$ cat config.mk
export PLATFORM = sky130hd
export DESIGN_NAME = fetch_stage
export DESIGN_NICKNAME = d
export VERILOG_FILES = /design/src/rtl/cpu_pkg.sv /design/src/rtl/if_id_reg.sv /design/src/rtl/fetch_stage.sv
export SDC_FILE = /design/constraint.sdc
export NUM_CORES = 1
export LEC_CHECK = 0
export BUFFER_PORTS_ARGS = -buffer_cell sky130_fd_sc_hd__buf_2
export CELL_PAD_IN_SITES_DETAIL_PLACEMENT = 1
export CELL_PAD_IN_SITES_GLOBAL_PLACEMENT = 1
export CORE_MARGIN = 4
export CORE_UTILIZATION = 35
export CTS_CLUSTER_SIZE = 20
export DETAILED_ROUTE_END_ITERATION = 7
export PLACE_DENSITY_LB_ADDON = 0.3
export SYNTH_ARGS = -nofsm -noshare
export SYNTH_HDL_FRONTEND = slang
export SYNTH_SLANG_ARGS = --single-unit
$ cat constraint.sdc
create_clock -name clock -period 2.65 [get_ports clock]
set_input_delay 0.53 -clock clock [delete_from_list [all_inputs] [get_ports clock]]
set_output_delay 0.53 -clock clock [all_outputs]
set_load 0.005 [all_outputs]
$ cat src/rtl/cpu_pkg.sv
// Shared definitions for the 10-bit pipelined CPU: datapath widths, opcode
// field location, reserved encodings and the fetch state machine encoding.
package cpu_pkg;

  localparam int CPU_ADDR_W  = 10;
  localparam int CPU_INSTR_W = 10;

  localparam int OPC_MSB = 9;
  localparam int OPC_LSB = 7;

  localparam logic [OPC_MSB-OPC_LSB:0] CPU_HALT_OPCODE = 3'b111;
  localparam logic [CPU_INSTR_W-1:0]   CPU_NOP_WORD    = 10'b0000000000;

  localparam logic [1:0] ST_RUN    = 2'd0;
  localparam logic [1:0] ST_HALTED = 2'd1;
  localparam logic [1:0] ST_FAULT  = 2'd2;

  function automatic logic [OPC_MSB-OPC_LSB:0] opcode_of(input logic [CPU_INSTR_W-1:0] instr);
    return instr[OPC_MSB:OPC_LSB];
  endfunction

endpackage

$ cat src/rtl/if_id_reg.sv
// IF/ID pipeline register: captures a fetched word and its PC, or holds, or
// collapses to a bubble. Flush beats hold, hold beats load.
module if_id_reg
  import cpu_pkg::*;
#(
  parameter int                 ADDR_W   = CPU_ADDR_W,
  parameter int                 INSTR_W  = CPU_INSTR_W,
  parameter logic [INSTR_W-1:0] NOP_WORD = CPU_NOP_WORD
) (
  input  logic               clock,
  input  logic               reset,
  input  logic               load,
  input  logic               flush,
  input  logic               hold,
  input  logic [INSTR_W-1:0] instruction,
  input  logic [ADDR_W-1:0]  pc,
  output logic [INSTR_W-1:0] if_id_instruction,
  output logic [ADDR_W-1:0]  if_id_pc,
  output logic               if_id_valid
);

  // Anything that is neither held nor loaded turns into a bubble.
  always_ff @(posedge clock) begin
    if (reset || flush) begin
      if_id_instruction <= NOP_WORD;
      if_id_pc          <= '0;
      if_id_valid       <= 1'b0;
    end else if (hold) begin
      if_id_instruction <= if_id_instruction;
      if_id_pc          <= if_id_pc;
      if_id_valid       <= if_id_valid;
    end else if (load) begin
      if_id_instruction <= instruction;
      if_id_pc          <= pc;
      if_id_valid       <= 1'b1;
    end else begin
      if_id_instruction <= NOP_WORD;
      if_id_pc          <= '0;
      if_id_valid       <= 1'b0;
    end
  end

endmodule

$ cat src/rtl/fetch_stage.sv
// Instruction fetch stage: owns the PC and RUN/HALTED/FAULT state, drives the
// instruction memory address and fills the IF/ID register.
module fetch_stage
  import cpu_pkg::*;
#(
  parameter int                        ADDR_W      = CPU_ADDR_W,
  parameter int                        INSTR_W     = CPU_INSTR_W,
  parameter int                        MEM_DEPTH   = 33,
  parameter logic [ADDR_W-1:0]         RESET_PC    = '0,
  parameter logic [OPC_MSB-OPC_LSB:0]  HALT_OPCODE = CPU_HALT_OPCODE,
  parameter logic [INSTR_W-1:0]        NOP_WORD    = CPU_NOP_WORD
) (
  input  logic               clock,
  input  logic               reset,
  output logic [ADDR_W-1:0]  imem_address,
  input  logic [INSTR_W-1:0] imem_instruction,
  input  logic               stall,
  input  logic               redirect_valid,
  input  logic [ADDR_W-1:0]  redirect_target,
  output logic [INSTR_W-1:0] if_id_instruction,
  output logic [ADDR_W-1:0]  if_id_pc,
  output logic               if_id_valid,
  output logic               halted,
  output logic               fetch_fault
);

  // One extra bit so depths up to 2^ADDR_W compare correctly.
  localparam logic [ADDR_W:0] DEPTH_LIMIT = (ADDR_W+1)'(MEM_DEPTH);

  logic [ADDR_W-1:0] pc;
  logic [1:0]        state;
  logic              in_range;
  logic              halt_word;
  logic              fetch_ok;

  assign imem_address = pc;
  assign in_range     = {1'b0, pc} < DEPTH_LIMIT;
  assign halt_word    = opcode_of(imem_instruction) == HALT_OPCODE;
  assign fetch_ok     = (state == ST_RUN) && in_range;
  assign halted       = state == ST_HALTED;
  assign fetch_fault  = state == ST_FAULT;

  // A redirect always wins over stall and restarts fetch, even from HALTED/FAULT.
  always_ff @(posedge clock) begin
    if (reset) begin
      pc    <= RESET_PC;
      state <= ST_RUN;
    end else if (redirect_valid) begin
      pc    <= redirect_target;
      state <= ST_RUN;
    end else if (!stall) begin
      case (state)
        ST_RUN: begin
          if (!in_range) begin
            state <= ST_FAULT;
          end else if (halt_word) begin
            state <= ST_HALTED;
          end else begin
            pc <= pc + ADDR_W'(1);
          end
        end
        ST_HALTED, ST_FAULT: begin
          state <= state;
        end
        default: begin
          state <= ST_FAULT;
        end
      endcase
    end
  end

  if_id_reg #(
    .ADDR_W   (ADDR_W),
    .INSTR_W  (INSTR_W),
    .NOP_WORD (NOP_WORD)
  ) u_if_id (
    .clock             (clock),
    .reset             (reset),
    .load              (fetch_ok),
    .flush             (redirect_valid),
    .hold              (stall),
    .instruction       (imem_instruction),
    .pc                (pc),
    .if_id_instruction (if_id_instruction),
    .if_id_pc          (if_id_pc),
    .if_id_valid       (if_id_valid)
  );

endmodule
* Word-level counts from Yosys, hierarchy flattened
Cells that the tools add are included.
Word-level totals: memory bits (writable) 0, ROM bits 0, latch bits 0, word-level logic and storage cells 35, bits in registers 33, output and inout port bits 33, input port bits 24, memories kept 0
Operators by class: add/sub/neg operators 1, magnitude comparators 1, multiply operators 0, shifts and indexed selects 0, div/mod/pow operators 0, bitwise logic cells 2, reductions and logical operators 9, equality and inequality tests 6, muxes and demuxes 11
Operator list (count):
- $mux 10 | 7
- $add 10x1->10 const B | 1
- $lt 10x6->1 const B | 1
- $mux 2 | 2
- $pmux 2 s2 | 1
- $reduce_and 4->1 | 1
- $reduce_bool 2->1 | 2
- $reduce_or 2->1 | 2
- $eq 3x3->1 const B | 1
- $ne 3x3->1 const B | 1
- $reduce_and 3->1 | 1
- $eq 2x1->1 const B | 1
- $eq 2x2->1 const B | 1
- $logic_not 2->1 | 1
- $ne 2x1->1 const B | 1
- $ne 2x2->1 const B | 1
- $not 1->1 | 2
- $logic_and 1x1->1 | 1
- $logic_or 1x1->1 | 1
- $mux 1 | 1

* Depth between registers and ports, before layout
depth after elaboration 6, gate-level depth with buffers 8, gate-level depth less buffers 6

* By module
A second synthesis with hierarchy kept.
Second synthesis, totals: cells, all modules 163, area total of the unflattened synthesis 1502.7 µm²
By module, submodules not included:
- if_id_reg | area each 820.8 µm², instances 1, seq. area each 420.4 µm², cells each 92
- fetch_stage | area each 681.9 µm², instances 1, seq. area each 240.2 µm², cells each 71

* Worst setup path before layout
No wires, ideal clock.
path type register to register, start register pc[0], in the netlist imem_address[0], end register pc[4], in the netlist imem_address[4], library setup time 0.103 ns, stages on the path, launching flop included 8, path slack 0.760 ns, arrival 1.786 ns, period minus slack after synthesis 1.890 ns, cells stage by stage dfxtp_1 > inv_1 > ha_1 > or4b_1 > a211oi_2 > buf_6 > a311oi_1 > a2111oi_2
Between the ends: word-level cells in the longest chain between the ends 6, elaborated cells on any way between the ends 9, those cells by class add/sub (1); order compare (1); mux (5); reduce/logical (2)
Ends and longest elaborated chain:
- start, declared | line fetch_stage.sv:30 | logic [ADDR_W-1:0] pc;
- start signal, assigned | line fetch_stage.sv:49 | pc <= redirect_target;
- start signal, assigned | line fetch_stage.sv:59 | pc <= pc + ADDR_W'(1);
- $add 10x1->10 | line fetch_stage.sv:59
- $mux 10 | line fetch_stage.sv:56 | end else if (halt_word) begin
- $mux 10 | line fetch_stage.sv:54 | if (!in_range) begin
- $mux 10 | line fetch_stage.sv:52 | case (state)
- $mux 10 | line fetch_stage.sv:51 | end else if (!stall) begin
- $mux 10 | line fetch_stage.sv:48 | end else if (redirect_valid) begin
Parallel ways exist; a longest one is shown, timed or not. The select of a mux whose other input is x is not followed. A chain may end at the register's enable or synchronous reset.

* Worst setup path in the final report
start register pc[0], in the netlist imem_address[0], end register state[0]
Between the ends: word-level cells in the longest chain between the ends 3, elaborated cells on any way between the ends 5, those cells by class order compare (1); eq/ne (1); mux (2); reduce/logical (1)
Ends and longest elaborated chain:
- $lt 10x6->1 (*) | line fetch_stage.sv:37 | assign in_range = {1'b0, pc} < DEPTH_LIMIT;
- $ne 3x3->1 (no source line) or $mux 2 (tied branches)
- $reduce_and 3->1 (no source line) or $pmux 2 s2 (tied branches)
- end signal, assigned | line fetch_stage.sv:63 | state <= state;
- end, declared | line fetch_stage.sv:31 | logic [1:0] state;
Every way passes the cells marked *; elsewhere a longest branch is shown, timed or not.

==> impl_metrics.csv <==
group,metric,value,unit
timing,setup_tns,0,ps
timing,period_share,0.890,
floorplan,die_area,0.00531,sq mm
floorplan,coreArea,0.00403,sq mm
timing,finalHoldViolCount,0,
pwr,powerDensity,617,mW/mm^2
synth,synth_top_area_share,0.449,
synth,seq_area_frac_synth,0.449,
routing,wl_per_cell,16.0,um
setup_path,crit_path_max_fanout,15,
clocking,tritoncts,"done",
synth,synth_warnings,0,
placement,place.gp.congestion,0.807,
pwr,leakage,0.873,nW
setup_path,crit_required,2850,ps
finish,antenna-diode-count,0,
global_routing,grtUsageTotal,0.168,
global_routing,grt_pass1_wl,6910,um
routing,drt_iter0_markers,65,
synth,synth_edf_count,0,
synth,netlist_area,0.00147,sq mm
timing,timing.fmax,424,MHz
finish,final_core_util,0.473,
synth,synthArstFlopShare,0,
clocking,path_clk_slew,70,ps
synth,synthCells,161,
min_path,worstHoldStart,"u_if_id.if_id_pc[0]",
clocking,clock-sinks,33,
synth,ys_types,32,
min_path,worst_hold_path_type,"reg2reg",
synth,ys_ff_latch,33,
run_status,status,"finished clean",
timing,period_needed,2360,ps
setup_path,crit_path_end_kind,"flip-flop",
timing,maxSlewViolCount,0,
finish,final_common_cell,"buf_2",
timing,relSlewSlack,0.584,
finish,area_growth,29.3,%
clocking,cts_htree_levels,2,
setup_path,rrSetupSlack,290,ps
floorplan,die_h,72.9,um
clocking,clk_latency,280,ps
global_routing,grt_max_degree,40,
synth,synth_top_cells_by_area,"dfxtp_1 45%, nand3b_1 8.2%, a21oi_1 6.5%, nand2_1 4.3%, ha_1 4.2%",
routing,routed_wl,4270,um
min_path,whs_path_depth,2,
floorplan,io-pin-count,57,
finish,final_cell_mix,"56 x buf_2, 33 x dfxtp_1, 19 x a21oi_1",
setup_path,reg2reg_to,"state[0]",
synth,syn_area_per_cell,9.15,sq um
finish,num-nets-final,245,
setup_path,cp_data_arrival_time,2550,ps
floorplan,start_util,0.366,
routing,antenna_left,0,
timing,setup_viol,0,
clocking,clk_path_buf_depth,2,
global_routing,grt_pass1_vias,1435,
clocking,postCtsSetupBuffers,0,
synth,syn_nets,190,
clocking,cts_made_buffers,5,
routing,routed-via-count,1391,
finish,drive_above_1_share,0.341,
setup_path,reg2reg_depth,7,
floorplan,fp-row-count,23,
global_routing,antenna_found_initial,0,
timing,tightest_slew,622,ps
synth,synth_area_leader_cell,"dfxtp_1",
placement,numPortBuffers,56,
min_path,holdPathEnd,"u_if_id.if_id_pc[0]",
setup_path,r2r_start,"imem_address[0]",
routing,vias_per_cell,5.21,
pwr,worst_ir_drop_vdd,0.000288,V
routing,drc,0,
timing,finClkSkew,5.85,ps
synth,synth_ff_type,"dfxtp_1",
clocking,ctsRootBufferMaster,"clkbuf_8",
routing,drt_pass1_iterations,4,
global_routing,grt.overflow.total,0,
clocking,post_cts_resized,0,
setup_path,path_class,"reg2reg",
floorplan,die_w,72.9,um
timing,rsz0062_at_grt,"false",
placement,dpl.hpwl,3260,um
setup_path,setup.worst_path.start_class,"flip-flop",
flow_run,maxCapViolCount,0,
clocking,hold_buffers,0,
[kinds of logic (layout without fill, tap and decap cells)]
family / after synthesis / after routing / synth area share
AO/OA/AOI/OAI: 33 / 33 / 0.167
adder cells (fa/ha/maj): 5 / 5 / 0.0425
buffers and inverters: 23 / 79 / 0.0722
flip-flops: 33 / 33 / 0.449
multiplexers: 5 / 5 / 0.0340
AND/OR/NAND/NOR: 62 / 62 / 0.236
[worst max-delay path by stage]
stage / from / end / slack (ps) / depth (start not counted)
finish: imem_address[0] / state[0] / 290 / 7
global route: imem_address[0] / u_if_id.if_id_instruction[3] / 120 / 7
CTS: imem_address[0] / state[0] / 300 / 7
detailed placement: imem_address[0] / state[0] / 320 / 7
global placement: imem_address[0] / state[0] / 460 / 7
floorplan: imem_address[0] / imem_address[4] / 760 / 7
[synthesized netlist by cell type (2+ instances only)]
| cell type | instances |
|---|---|
| and3_1 | 6 |
| or4b_1 | 2 |
| a221oi_2 | 2 |
| mux2i_1 | 5 |
| ha_1 | 5 |
| a31oi_1 | 2 |
| nand4_1 | 4 |
| clkbuf_1 | 7 |
| buf_6 | 2 |
| a21oi_1 | 19 |
| inv_1 | 11 |
| a31o_1 | 2 |
| a311oi_2 | 2 |
| nor2_1 | 10 |
| dfxtp_1 | 33 |
| nand2_1 | 17 |
| nand3b_1 | 16 |
| nor3_1 | 2 |
[metal layers]
metal / share of wire / vias up / track usage
met5: 0 / - / 0
met4: 0.021 / 0 / 0.0676
met3: 0.047 / 10 / 0.0386
met2: 0.53 / 41 / 0.307
met1: 0.40 / 672 / 0.185
li1: - / 668 / -
[through the flow]
| step | hold WS, ps | total power, mW | instance area, sq um | cells | worst slack (ps) |
|---|---|---|---|---|---|
| after CTS | 465 | 1.19 | 1900 | 267 | 301 |
| after global routing | 486 | 1.23 | 1900 | 267 | 123 |
| final | 459 | 1.18 | 1900 | 267 | 291 |
| after floorplan | 448 | 0.641 | 1470 | 161 | 760 |
| after global placement | 439 | 0.692 | 1790 | 259 | 461 |
| after detailed placement | 454 | 0.704 | 1790 | 259 | 317 |
[where the power goes]
group	internal, mW	switching, mW
sequential	0.513	0.0160
clock	0.306	0.176
combinational	0.0700	0.0938
[area by class of cell]
class	count	area [sq um]
Tap cell	50	62.6
Inverter	11	41.3
Sequential cell	33	661
Clock buffer	7	86.3
Timing Repair Buffer	60	310
Multi-Input combinational cell	105	713
Fill cell	509	2120
Clock inverter	1	30.0
[critical path, stage by stage (launching register included)]
cell and delay, ps:
dfxtp_1 350, inv_1 120, ha_1 140, or4b_1 490
a211oi_4 610, buf_4 300, nor3_1 60, a211oi_1 210
[registers in the layout, indices dropped and copies added, names as in the netlist]
signal	flops
imem_address	10
u_if_id.if_id_instruction	10
u_if_id.if_id_pc	10
state	2
u_if_id.if_id_valid	1
Power figures use the tool's default switching activity.
